**src/rtl/rr_arbiter4_pkg.sv**
```systemverilog
// Shared types, widths and the round-robin search for the 4-way arbiter.
package rr_arbiter4_pkg;

    localparam int ONEHOT_W = 4;
    localparam int ID_W     = 2;
    localparam int HOLD_W   = 8;

    typedef enum logic [1:0] {
        IDLE  = 2'd0,
        GRANT = 2'd1,
        GAP   = 2'd2
    } state_t;

    // Return the first set request bit at or above (last + 1), wrapping modulo 4.
    // Callers only use the result when req is non-zero.
    function automatic logic [ID_W-1:0] rr_pick(input logic [ONEHOT_W-1:0] req,
                                                input logic [ID_W-1:0]     last);
        logic [ID_W-1:0] idx;
        logic [ID_W-1:0] pick;
        logic            found;
        pick  = last;
        found = 1'b0;
        for (int k = 1; k <= ONEHOT_W; k++) begin
            idx = last + ID_W'(k);
            if (!found && req[idx]) begin
                pick  = idx;
                found = 1'b1;
            end
        end
        return pick;
    endfunction

endpackage

```
**src/rtl/rr_arbiter4_dec.sv**
```systemverilog
// Purely combinational 2-to-4 one-hot decoder used to build the grant vector.
module dec2to4_onehot
    import rr_arbiter4_pkg::*;
(
    input  logic [ID_W-1:0]     sel,
    output logic [ONEHOT_W-1:0] onehot
);

    // Set exactly the bit addressed by sel.
    always_comb begin
        onehot      = '0;
        onehot[sel] = 1'b1;
    end

endmodule

```
**src/rtl/rr_arbiter4.sv**
```systemverilog
// Four-requester round-robin arbiter with a bounded hold time and a
// one-cycle dead gap between consecutive owners. All outputs are registered.
module rr_arbiter4
    import rr_arbiter4_pkg::*;
#(
    parameter int HOLD_MAX = 8
) (
    input  logic                clk,
    input  logic                rst_n,
    input  logic [ONEHOT_W-1:0] req,
    input  logic                done,
    output logic [ONEHOT_W-1:0] gnt,
    output logic [ID_W-1:0]     gnt_id,
    output logic                gnt_valid,
    output logic                timeout
);

    state_t              state_q, state_d;
    logic [ONEHOT_W-1:0] gnt_q, gnt_d;
    logic [ID_W-1:0]     gnt_id_q, gnt_id_d;
    logic                gnt_valid_q, gnt_valid_d;
    logic                timeout_q, timeout_d;
    logic [HOLD_W-1:0]   hold_q, hold_d;
    logic [ID_W-1:0]     last_owner_q, last_owner_d;

    logic [ID_W-1:0]     winner;
    logic [ONEHOT_W-1:0] dec_onehot;
    logic                req_any;
    logic                owner_req;
    logic                hold_expired;

    assign req_any      = |req;
    assign winner       = rr_pick(req, last_owner_q);
    assign owner_req    = req[gnt_id_q];
    assign hold_expired = (hold_q == HOLD_W'(HOLD_MAX - 1));

    // Decode the next owner index so the grant vector can be registered.
    dec2to4_onehot u_dec (
        .sel    (gnt_id_d),
        .onehot (dec_onehot)
    );

    // Next-state, owner selection, hold counting and timeout detection.
    always_comb begin
        state_d      = state_q;
        gnt_id_d     = gnt_id_q;
        hold_d       = hold_q;
        last_owner_d = last_owner_q;
        timeout_d    = 1'b0;
        case (state_q)
            IDLE, GAP: begin
                // GAP re-arbitrates exactly like IDLE; last_owner was already
                // updated on the way into GAP so the rotation advances.
                if (req_any) begin
                    state_d  = GRANT;
                    gnt_id_d = winner;
                    hold_d   = '0;
                end else begin
                    state_d = IDLE;
                end
            end
            GRANT: begin
                if (hold_q != '1) begin
                    hold_d = hold_q + 1'b1;
                end
                if (done || !owner_req || hold_expired) begin
                    state_d      = GAP;
                    last_owner_d = gnt_id_q;
                    // Only a pure expiry counts as a timeout; done or a
                    // dropped request in the same cycle wins.
                    timeout_d    = hold_expired && !done && owner_req;
                end
            end
            default: begin
                state_d = IDLE;
            end
        endcase
    end

    // Grant vector and valid follow the next state so they can be registered.
    always_comb begin
        gnt_valid_d = (state_d == GRANT);
        gnt_d       = gnt_valid_d ? dec_onehot : '0;
    end

    // State and output registers; reset clears the grant asynchronously.
    always_ff @(posedge clk or negedge rst_n) begin
        if (!rst_n) begin
            state_q      <= IDLE;
            gnt_q        <= '0;
            gnt_id_q     <= '0;
            gnt_valid_q  <= 1'b0;
            timeout_q    <= 1'b0;
            hold_q       <= '0;
            last_owner_q <= ID_W'(ONEHOT_W - 1);
        end else begin
            state_q      <= state_d;
            gnt_q        <= gnt_d;
            gnt_id_q     <= gnt_id_d;
            gnt_valid_q  <= gnt_valid_d;
            timeout_q    <= timeout_d;
            hold_q       <= hold_d;
            last_owner_q <= last_owner_d;
        end
    end

    assign gnt       = gnt_q;
    assign gnt_id    = gnt_id_q;
    assign gnt_valid = gnt_valid_q;
    assign timeout   = timeout_q;

endmodule

```
**config.mk**
```make
export PLATFORM = sky130hd
export DESIGN_NAME = rr_arbiter4
export DESIGN_NICKNAME = d
export VERILOG_FILES = /design/src/rtl/rr_arbiter4_pkg.sv /design/src/rtl/rr_arbiter4_dec.sv /design/src/rtl/rr_arbiter4.sv
export SDC_FILE = /design/constraint.sdc
export NUM_CORES = 1
export LEC_CHECK = 0
export CAP_MARGIN = 20
export CORE_MARGIN = 3
export CORE_UTILIZATION = 35
export CTS_CLUSTER_DIAMETER = 60
export CTS_CLUSTER_SIZE = 12
export DETAILED_ROUTE_END_ITERATION = 8
export HOLD_SLACK_MARGIN = 0.12
export PLACE_DENSITY = 0.65
export SETUP_SLACK_MARGIN = 0.05
export SYNTH_ARGS = -nofsm -noshare
export SYNTH_HDL_FRONTEND = slang
export SYNTH_HIERARCHICAL = 1
export SYNTH_SLANG_ARGS = --single-unit
```
**constraint.sdc**
```tcl
create_clock -name clk -period 2.7 [get_ports clk]
set_input_delay 0.54 -clock clk [delete_from_list [all_inputs] [get_ports clk]]
set_output_delay 0.54 -clock clk [all_outputs]
set_load 0.05 [all_outputs]
```
==> key figures, run 1 <==
Die
  • Row cnt: 18
  • Total die area: 3540 µm²
  • Initial Utilization: 38.6%
  • Chip width: 59.5 µm
  • Die Height: 59.5 µm
  • Core Footprint: 2590 µm²
  • I/O pin count: 15

Clock tree
  • Post-CTS sizing: 0
  • CTS Buf Count: 3
  • CTS H-Tree Depth: 1
  • CTS Hold Bufs: 0
  • Clock Sinks: 20
  • Clock Latency Late Sink: 300 ps
  • Clk buf depth: 2
  • CTS tree: done
  • Clock root buffer: clkbuf_4
  • Postcts setup bufs: 0
  • Reg clk slew, reported paths: 110 ps

Global route
  • Largest net degree at the start of global routing: 21
  • Vias in the first global route: 744
  • M3 GR Usage: 3.92%
  • Initial antenna violation count: 0
  • First-pass GRT wire length: 3220 µm
  • GRT Util Overall: 12.4%
  • Met1 Use GR: 15.2%
  • M2 GR Usage: 19.0%
  • Gr busiest metal: met2
  • Grt total ovfl: 0

Timing
  • FMAX: 472 MHz
  • Total Negative Setup Slacks: 0 ps
  • Worst slew pin tran: 694 ps
  • Max-slew violations: 0
  • Tcrit/Tclk final: 78.5%
  • Hold Slack: 544 ps
  • RSZ-0062 raised after global routing: false
  • Final WS setup: 581 ps
  • Final worst path period need: 2120 ps
  • Final setup fails: 0
  • Clk_skew: 1.98 ps
  • Final hold vios: 0
  • Worst slew margin: 53.4%

Routing
  • 1st-iter DRT viols: 30
  • Via density: 5.41
  • Drt pass-1 iters: 4
  • Drc violations: 0
  • WL per Instance: 13.1 µm
  • DRT Wirelength: 1920 µm
  • Via Count: 790
  • Final ANT Viol Nets: 0

Cells and area
  • Most frequent cells in the layout: dfrtp_1, clkdlybuf4s50_1, nor2_1
  • Final #Nets: 125
  • Commonest non-fill, non-tap cell in the layout: dfrtp_1
  • Fin cells: 146
  • ANT cells: 0
  • Multi-input gate area in the final layout: 487 µm²
  • Reg area: 503 µm²
  • Fill cells: 240
  • Layout area overhead: 22.5%
  • Share of cells above drive strength 1: 13.8%

Critical path
  • Worst-path cell chain: clkdlybuf4s50_1
  • Crit path max-delay family: buffers and inverters
  • Largest fanout on the critical path: 5
  • Worst Path Required: 2160 ps
  • Worst path arrival time: 1580 ps
  • Crit. End Element: output pin
  • Critical path class: reg -> out
  • CP max-delay cell: clkdlybuf4s50_1
  • CP bufs+invs: 1
  • Crit-path max cell delay: 840 ps
  • Worst setup SP type: flop

Placed design
  • Inst Count DP: 142
  • Worst slack, placed: 420 ps
  • Post-DP HPWL: 1420 µm
  • Buffers on Ports: 14
  • GPL Wtd Cong: 0.886

Flow run
  • Max-cap violations: 0

Synth
  • Post-synth top flop: dfrtp_1
  • Netlist Area Pre-Place: 1000 µm²
  • Leading post-synthesis cells by cell area: dfrtp_1, dfstp_2, nor2b_1
  • Count of cell types in the netlist: 36
  • Net Count, Synth: 105
  • Cells after Synth: 97
  • Register area share after synthesis: 50.2%
  • Syn avg cell area: 10.3 µm²
  • #FFs+latches synth: 20
  • FFs w/ async S/R, synth: 100%
  • Area leader, netlist: dfrtp_1
  • Synth top area share: 45.0%
  • Synth warn: 6
  • Number of flops mapped to enable cells by yosys: 0

Pwr
  • PD cells: 1080 nW/µm²
  • Worst IR drop on VDD: 0.705 mV
  • Leak: 0.517 nW

Outcome
  • Status: finished clean

Min path
  • Type of the most critical hold path: reg -> reg
-- layer usage --
layer	wire [µm]	up-vias
met5	0	-
met4	38	0
met3	101	5
met2	870	22
met1	905	373
li1	-	390
-- sequential cells by signal, indices dropped and copies added (netlist names) --
signal and flops:
gnt 4, state_q 2, gnt_id 2, last_owner_q 2, timeout 1, gnt_valid 1, hold_q 8
-- where the power goes --
| part | switching [W] | internal (W) |
|---|---|---|
| clock | 0.0000894 | 0.0000822 |
| sequential | 0.0000722 | 0.000401 |
| combinational | 0.000408 | 0.000267 |
| total | 0.000569 | 0.000750 |
-- kinds of logic after synthesis --
| logic type | synth area share [%] |
|---|---|
| simple gates | 23.5 |
| mux | 6.37 |
| fa+ha+maj | 1.25 |
| buf+inv | 1.12 |
| flops | 50.2 |
| compound gates | 17.5 |
-- per-stage QoR --
step / utilization [%] / power, W / cell area (µm²)
finish: 47.3 / 0.00132 / 1230
global route: 47.3 / 0.00141 / 1230
floorplan: - / 0.000955 / 1000
CTS: 47.3 / 0.00133 / 1230
global placement: 45.9 / 0.00114 / 1190
detailed placement: 45.9 / 0.00115 / 1190
-- cells in the mapped netlist, types with 2 or more instances --
cell and count:
dfrtp_1 18, or3_1 2, nand2b_1 6, o22ai_1 2, a21oi_1 6, or4_1 2, dfstp_2 2, nor2b_1 7
inv_1 2, nand4_1 2, mux2_1 2, o21ai_0 5, nor2_1 8, nand2_1 5, a22oi_1 2, nand3_1 4
mux2i_1 3
-- final timing paths --
path / from / end / slack (ps) / cells after the start
min in group asynchronous: rst_n / hold_q[3] / 560 / 2
min: hold_q[5] / hold_q[5] / 540 / 1
min reg2reg: hold_q[5] / hold_q[5] / 540 / 1
max in group asynchronous: rst_n / last_owner_q[0] / 1880 / 2
max reg2reg: hold_q[3] / last_owner_q[1] / 730 / 4
max: gnt_id[1] / gnt_id[1] / 580 / 1
-- cell type report --
type | count | area share, %
sequential | 20 | 41.0
clock buffer | 4 | 2.96
tap | 30 | 3.06
multi-input combinational | 74 | 39.7
inverter | 2 | 0.612
timing repair buffer | 16 | 12.7
Note: power is estimated with default switching activity, not from simulation.
==> run 2: changes to the inputs <==
--- a/config.mk
+++ b/config.mk
@@ -12,7 +12,7 @@
 export CTS_CLUSTER_SIZE = 12
 export DETAILED_ROUTE_END_ITERATION = 8
 export HOLD_SLACK_MARGIN = 0.12
-export PLACE_DENSITY = 0.65
+export PLACE_DENSITY = 0.67
 export SETUP_SLACK_MARGIN = 0.05
 export SYNTH_ARGS = -nofsm -noshare
 export SYNTH_HDL_FRONTEND = slang
==> constraint.sdc (replaced) <==
create_clock -name clk -period 1.9 [get_ports clk]
set_input_delay 0.38 -clock clk [delete_from_list [all_inputs] [get_ports clk]]
set_output_delay 0.38 -clock clk [all_outputs]
set_load 0.05 [all_outputs]
==> run 2 against run 1 <==
  * Power rose by 52%
  * First-iteration DRC count fell by 40%
  * Clock power is 47% higher
  * Clock-buffer cell count unchanged
  * Register-to-register slack worse by 680 ps
  * Design area rose by 8.8%
  * Sequential cell count stayed put
  * Final cell count is 8.9% higher
  * Die area unchanged
  * Clock skew increased by 0.99 ps
  * Worst setup slack worse by 530 ps
  * Global-route usage increased by 1.6 points
==> key figures, run 2 (same netlist as run 1, synthesis figures left out) <==
Timing
  • Final setup fails: 0
  • Worst slew margin: 66.0%
  • Worst slew pin tran: 509 ps
  • Clk_skew: 2.97 ps
  • Final WS setup: 52.5 ps
  • Tcrit/Tclk final: 97.2%
  • Max-slew violations: 0
  • RSZ-0062 raised after global routing: true
  • FMAX: 541 MHz
  • Final worst path period need: 1850 ps
  • Hold Slack: 315 ps
  • Final hold vios: 0

Placed design
  • Inst Count DP: 153
  • Post-DP HPWL: 1580 µm
  • GPL Wtd Cong: 0.820
  • Worst slack, placed: -154 ps
  • Buffers on Ports: 14

Critical path
  • Worst reg2reg path depth: 4
  • Reg-to-reg critical path endpoint: last_owner_q[1]
  • Largest fanout on the critical path: 3
  • Worst path arrival time: 2090 ps
  • Worst setup path start: hold_q[3]
  • Worst setup SP type: flop
  • Crit. End Element: flop
  • Critical R2R Launch: hold_q[3]
  • Critical path class: reg -> reg
  • Crit path capture: last_owner_q[1]
  • Worst reg2reg setup slack: 50 ps
  • Worst Path Required: 2150 ps

Global route
  • Initial antenna violation count: 0
  • First-pass GRT wire length: 3620 µm
  • Vias in the first global route: 786
  • Grt total ovfl: 0
  • GRT Util Overall: 14.0%
  • Largest net degree at the start of global routing: 15

Pwr
  • Int Pwr: 0.00117 W
  • Leak: 0.678 nW
  • Worst IR drop on VDD: 1.00 mV
  • Net Sw Power: 0.000841 W
  • PD cells: 1500 nW/µm²
  • Sw Ratio: 41.9%
  • Combinational Power Share: 53.8%
  • Flop pwr share: 33.6%
  • Clock network fraction of design power: 12.6%
  • Total Power: 0.00201 W

Clock tree
  • Clock Sinks: 20
  • Clock root buffer: clkbuf_4
  • Reg clk slew, reported paths: 110 ps
  • CTS tree: done
  • Clock Latency Late Sink: 310 ps
  • CTS H-Tree Depth: 1
  • Clk buf depth: 2
  • CTS Buf Count: 3

Die
  • I/O pin count: 15
  • Total die area: 3540 µm²
  • Row cnt: 18
  • Core Footprint: 2590 µm²
  • Chip width: 59.5 µm
  • Die Height: 59.5 µm
  • Initial Utilization: 38.6%

Routing
  • Drt pass-1 iters: 4
  • Drc violations: 0
  • 1st-iter DRT viols: 18
  • Via Count: 837
  • DRT Wirelength: 2090 µm
  • WL per Instance: 13.1 µm
  • Via density: 5.26
  • Final ANT Viol Nets: 0

Cells and area
  • Share of cells above drive strength 1: 24.0%
  • Max reg flops: 8
  • Layout area overhead: 33.3%
  • ANT cells: 0
  • Fin cells: 159
  • Final #Nets: 138
  • Most frequent cells in the layout: dfrtp_1, buf_4, nor2_1
  • Largest Register: hold_q
  • Commonest non-fill, non-tap cell in the layout: dfrtp_1

Outcome
  • Status: finished clean

Min path
  • Type of the most critical hold path: in -> async

Flow run
  • Max-cap violations: 0
run 2: per-layer routing:
layer  track usage [%]  part of all wire (%)  vias up
li1                  -                     -      423
met1              19.4                    47      389
met2              20.0                    47       20
met3              3.05                   3.7        5
met4              7.77                   2.1        0
met5                 0                     0        -
run 2: worst min path at each step:
| stage | startpoint | to | slack (ps) | cells past startpoint |
|---|---|---|---|---|
| 6_report | rst_n | hold_q[7] | 310 | 1 |
| 5_1_grt | rst_n | hold_q[6] | 320 | 1 |
| 4_1_cts | rst_n | hold_q[7] | 320 | 1 |
| 3_5_place_dp | hold_q[0] | hold_q[0] | 530 | 1 |
| 3_3_place_gp | hold_q[0] | hold_q[0] | 510 | 1 |
| 2_1_floorplan | rst_n | gnt[0] | 80 | 0 |
run 2: timing repair:
| item | in CTS | in global routing |
|---|---|---|
| hold buffers | 0 | 0 |
| endpoints found under the setup margin | 2 | 10 |
| resized for setup | 0 | 7 |
| setup buffers | 1 | 1 |
run 2: final cells by class:
cell class                      instances  area, µm²
Tap cell                               30       37.5
Timing Repair Buffer                   29        263
Clock buffer                            4       36.3
Multi-Input combinational cell         74        487
Sequential cell                        20        503
Fill cell                             239       1260
Inverter                                2       7.51
run 2: power groups by stage:
stage | Combinational [W] | Clock, W | Sequential (W)
2_1_floorplan | 0.000468 | 0 | 0.000888
3_3_place_gp | 0.00103 | 0 | 0.000681
3_5_place_dp | 0.00105 | 0 | 0.000685
4_1_cts | 0.00107 | 0.000262 | 0.000675
5_1_grt | 0.00118 | 0.000285 | 0.000697
6_report | 0.00108 | 0.000253 | 0.000673
run 2: worst max-delay path: stages, from the launching register on:
cell	delay (ps)
dfrtp_1	390
or4_1	530
or3_4	380
a21oi_4	160
mux2_1	340
run 2: metrics by stage:
| stage | TNS, ps | utilization [%] | cell area, µm² |
|---|---|---|---|
| 2_1_floorplan | 0 | - | 1000 |
| 3_3_place_gp | -449 | 48.9 | 1270 |
| 3_5_place_dp | -568 | 48.9 | 1270 |
| 4_1_cts | 0 | 50.6 | 1310 |
| 5_1_grt | 0 | 51.5 | 1330 |
| 6_report | 0 | 51.5 | 1330 |
==> RTL change 1 (flow settings as in run 2) <==
Reset style: synchronous (`rst_n`), changed in one clocked block. Comments in the files are not updated.
--- a/src/rtl/rr_arbiter4.sv
+++ b/src/rtl/rr_arbiter4.sv
@@ -84,7 +84,7 @@
     end
 
     // State and output registers; reset clears the grant asynchronously.
-    always_ff @(posedge clk or negedge rst_n) begin
+    always_ff @(posedge clk) begin
         if (!rst_n) begin
             state_q      <= IDLE;
             gnt_q        <= '0;
Check against the original RTL: differs if rst_n is asserted again (counterexample within 4 cycles, from zero or initial values and one cycle with rst_n low); with rst_n held inactive, the same outputs for 10 cycles.
==> RTL change 1 against run 2 <==
Count of clock-buffer cells in the layout down 1; synthesized cell count up 21%; final area up 0.84%; routed wire length up 2.7%; die area up 0.45%; utilization about the same; setup slack better by 0.053 ns; synthesized area up 0.50%; sequential share of layout area down 7.9 points; sequential cell count unchanged; critical path depth down 3; register-to-register slack better by 0.25 ns.
Power is not compared: it rests on default switching activity, and its combinational part moved more than twofold at a synthesized area within 25%.
==> RTL change 1: results (changes against run 2) <==
| Metric | Value |
|---|---|
| Primary FF master, synth | dfxtp_1 |
| Worst flop-to-flop path endpoint | gnt[1]$_SDFF_PN0_ |
| Post-synth top cells | dfxtp_1, nor2_1, nand2_1, nor3_1, a21oi_1 |
| Worst Setup End Kind | output pin |
| Fillers | 259 (+8.4%) |
| Outcome | completed |
| Worst r2r src | last_owner_q[0]$_SDFFE_PN1P_ |
| Met3 wire length | 97 um (+24%) |
| Depth of the most critical reg-to-reg path | 7 (+3) |
| Post-DP HPWL | 1694 um (+7.2%) |
| Met3 Use GR | 0.02832 (-0.002179) |
| Grt met2 use | 0.2324 (+0.03276) |
| Global-route wire length before repair | 3822 um (+5.5%) |
| Mux share of post-synthesis cell area | 0.04229 (-0.02146) |
| Gpl congestion | 0.9560 (+17%) |
| Largest stage delay on the critical path | 0.79 ns (+0.26 ns) |
| Delay-heaviest family, CP | buffers and inverters |
| Share of cells above drive strength 1 | 0.2245 (-0.01582) |
| Clock buffer count | 3 (-1) |
| DRT iter0 DRCs | 23 (+5) |
| Xor and xnor area share after synthesis | 0.04353 (+0.04353) |
| HP Class | reg2reg |
| Multi-input gates | 95 (+28%) |
| CP max stage cell | clkdlybuf4s50_1 |
| Post-synth top area share | 0.3980 (-0.05199) |
| Signal inverters | 1 (-1) |
| Non-clk bufs | 27 (-6.9%) |
| Layout net count | 156 (+13%) |
| Worst Setup SP | gnt[3]$_SDFF_PN0_ |
| Max Clk Rate | 0.5571 GHz (+2.9%) |
| Non-clock buffering overhead | 0.1851 (-0.01188) |
| Setup crit end | gnt[3] |
| Clock buf/inv share | 0.03907 (+0.01187) |
| Dpl ws | -0.3480 ns (-0.1938 ns) |
| Routed length on met2 | 1049 um (+6.9%) |
| Adder-cell share of the synthesized area | 0.01244 (-0.00006219) |
| Count of cell types in the netlist | 40 (+11%) |
| Synth async-reset ratio | 0 (-1.000) |
| Final setup skew | 0.003169 ns (+0.0002000 ns) |
| Seq/total area | 0.2977 (-0.07944) |
| Crit Path Max Fanout | 1 (-2) |
| Largest net degree at the start of global routing | 13 (-2) |
| Max_slew headroom | 0.6587 (-0.001212) |
| Seq Cell Count | 20 (unchanged) |
| WL met1 | 973 um (-0.92%) |
| Register area share after synthesis | 0.3980 (-0.1045) |
| R2r setup slk | 0.30 ns (+0.25 ns) |
| Number of vias per cell | 5.113 (-2.9%) |
| Vias in the first global route | 889 (+13%) |
[RTL change 1: cell types whose count changed in the layout (fill, tap and decap cells not counted), sizes merged, moves of 3 or more]
cell	run 2	this run
and2	1	4
dfrtp	18	0
dfxtp	0	20
mux2	3	0
nand2	5	11
nor2	8	21
nor2b	7	3
nor3	1	8
xnor2	0	4
[RTL change 1: stage by stage]
step	cell area (um^2)	instances	setup TNS, ns	util	hold WS, ns
6_report	1345	177	0	0.5148	0.5180
4_1_cts	1328	177	0	0.5081	0.5190
3_5_place_dp	1272	173	-2.841	0.4871	0.4994
3_3_place_gp	1272	173	-2.394	0.4871	0.4881
5_1_grt	1345	177	0	0.5148	0.5885
2_1_floorplan	1006	117	0	-	0.4676
[RTL change 1: timing repair]
action	4_1_cts	5_1_grt
gates resized for setup	2	7
pin swaps	0	1
setup endpoints to repair	3	10
==> RTL change 2 (config.mk and constraints of run 2) <==
Without the edit above. Set the package constant `HOLD_W` to 10 (it was 8).
--- a/src/rtl/rr_arbiter4_pkg.sv
+++ b/src/rtl/rr_arbiter4_pkg.sv
@@ -3,7 +3,7 @@
 
     localparam int ONEHOT_W = 4;
     localparam int ID_W     = 2;
-    localparam int HOLD_W   = 8;
+    localparam int HOLD_W   = 10;
 
     typedef enum logic [1:0] {
         IDLE  = 2'd0,
Function: same outputs for any inputs over 10 cycles, from zero or initial values and one cycle with rst_n low; that may be too few to reach the edited logic, so the function may still have changed.
==> RTL change 2 against run 2 <==
Sequential power is 13% higher; routed wire length is 18% higher; combinational power is 12% lower; utilization is 3.3 points lower; clock skew is 0.0015 ns higher; synthesized area is 16% higher; setup slack better by 0.063 ns; final area is 12% higher; final cell count is 16% higher; power is 3.3% higher; sequential cell count is 2 higher; highest routed layer unchanged.
==> RTL change 2: results (changes against run 2) <==
| Metric | Value |
|---|---|
| Outcome | completed |
| Met3 Use GR | 0.03387 (+0.003367) |
| Final Non-Filler Cells | 185 (+16%) |
| Crit Path Max Fanout | 8 (+5) |
| CP max stage cell | or4_4 |
| Vias in the first global route | 973 (+24%) |
| Dpl ws | -0.4164 ns (-0.2622 ns) |
| WL final | 2455 um (+18%) |
| Clock period minus worst slack | 1.784 ns (-0.06310 ns) |
| IO buf count | 14 (unchanged) |
| First drt pass iteration count | 4 (unchanged) |
| Biggest register | hold_q |
| Layout net count | 150 (+8.7%) |
| Clock Latency Late Sink | 0.31 ns (about the same) |
| Number of vias per cell | 5.151 (-2.1%) |
| Max FFs per register | 10 (+2) |
| R2r setup slk | 0.18 ns (+0.13 ns) |
| Post-synth top area share | 0.4296 (-0.02035) |
| Post-DP HPWL | 1855 um (+17%) |
| Crit path DAT | 2.00 ns (-0.09 ns) |
| Delay-heaviest family, CP | simple AND/OR/NAND/NOR gates |
| Worst-Margin Slew | 0.6236 ns (+0.1144 ns) |
| Global-route wire length before repair | 4374 um (+21%) |
| Dpl cells | 181 (+18%) |
| DRT iter0 DRCs | 52 (+34) |
| Inserted Clock Buffers | 3 (unchanged) |
| Largest stage delay on the critical path | 0.52 ns |
| Met1 GRT Util | 0.1629 (-0.03107) |
| Final setup skew | 0.004430 ns (+0.001461 ns) |
| Clk buf depth | 2 (unchanged) |
| Count of cell types in the netlist | 44 (+22%) |
| Peak VDD IR | 1062 uV (+5.9%) |
| WHS | 0.3743 ns (+0.05946 ns) |
| Largest net degree at the start of global routing | 16 (+1) |
| Area after DPL | 1421 um^2 (+12%) |
| Gpl congestion | 0.7665 (-6.5%) |
| Grt met2 use | 0.2490 (+0.04933) |
| Fillers | 312 (+31%) |
| Mapped Nets | 123 (+17%) |
| Share of cells above drive strength 1 | 0.2199 (-0.02045) |
| # hold bufs at CTS | 0 (unchanged) |
| Total track usage | 0.1368 (-0.002955) |
| Static Leak | 0.0007038 uW (+3.8%) |
| Avg Inst Size Synth | 10.13 um^2 (-1.8%) |
| Synth top area cells | dfrtp_1, nand2_1, dfstp_2, mux2i_1, and2_1 |
| Post-synth top cells | dfrtp_1, nand2_1, a21oi_1, and2_1, nor2_1 |
| Register area share after synthesis | 0.4748 (-0.02774) |
-- RTL change 2: changes by cell type in the layout (fill, tap and decap cells not counted), moves of 3 or more --
cell / delta
nor2_1: -3
nand2_1: +10
and2_1: +5
buf_4: -5
dlymetal6s2s_1: -3
dlygate4sd2_1: +5
nor2b_1: -4
nand2b_1: -4
-- RTL change 2: path summary, 6_finish.rpt --
kind                                       startpoint                     endpoint  cells past startpoint
worst max-delay path                           req[3]        hold_q[7]$_DFFE_PN0P_                      6
worst min-delay path                            rst_n        hold_q[8]$_DFFE_PN0P_                      2
worst max register to register  hold_q[0]$_DFFE_PN0P_  last_owner_q[0]$_DFFE_PN1P_                      5
worst min register to register  hold_q[0]$_DFFE_PN0P_        hold_q[0]$_DFFE_PN0P_                      1
max in group asynchronous                       rst_n  last_owner_q[0]$_DFFE_PN1P_                      2
min in group clk                hold_q[0]$_DFFE_PN0P_        hold_q[0]$_DFFE_PN0P_                      1
-- RTL change 2: timing repair --
action                     CTS  global route
setup endpoints to repair   10             7
gates resized for setup      9             4
pin swaps                    2             3
buffers inserted             0             0
-- RTL change 2: area by class of cell --
cell class | count | area share
flip-flops and latches | 22 | 0.3696
well taps | 44 | 0.03679
multi-input cells | 87 | 0.4022
clock buffers | 3 | 0.01505
inverters | 3 | 0.007525
clock inverters | 1 | 0.02007
repair buffers | 25 | 0.1488
-- RTL change 2: cell families (layout without fill, tap and decap cells) --
logic type / Yosys count / in the layout / synth area share
DFF: 22 / 22 / 0.4748
xor gates and xnor gates: 1 / 1 / 0.007520
AOI/OAI and AO/OA: 25 / 25 / 0.1558
muxes: 7 / 7 / 0.07304
adders and majority gates: 1 / 1 / 0.01074
and+or+nand+nor: 53 / 53 / 0.2546
buffers and inverters: 6 / 32 / 0.02363
-- RTL change 2: through the flow --
step	util	TNS [ns]
2_1_floorplan	-	0
3_3_place_gp	0.4581	-2.813
3_5_place_dp	0.4581	-3.796
4_1_cts	0.4786	0
5_1_grt	0.4823	0
6_report	0.4823	0
-- RTL change 2: metal layers --
metal | vias up | wire, um
met3 | 2 | 95
met4 | 0 | 14
met1 | 457 | 1106
met5 | - | 0
li1 | 472 | -
met2 | 22 | 1238
-- RTL change 2: power by group --
group / total, uW / internal [uW] / switching (uW)
Clock: 360 / 213 / 147
Combinational: 953 / 385 / 568
Sequential: 759 / 617 / 142
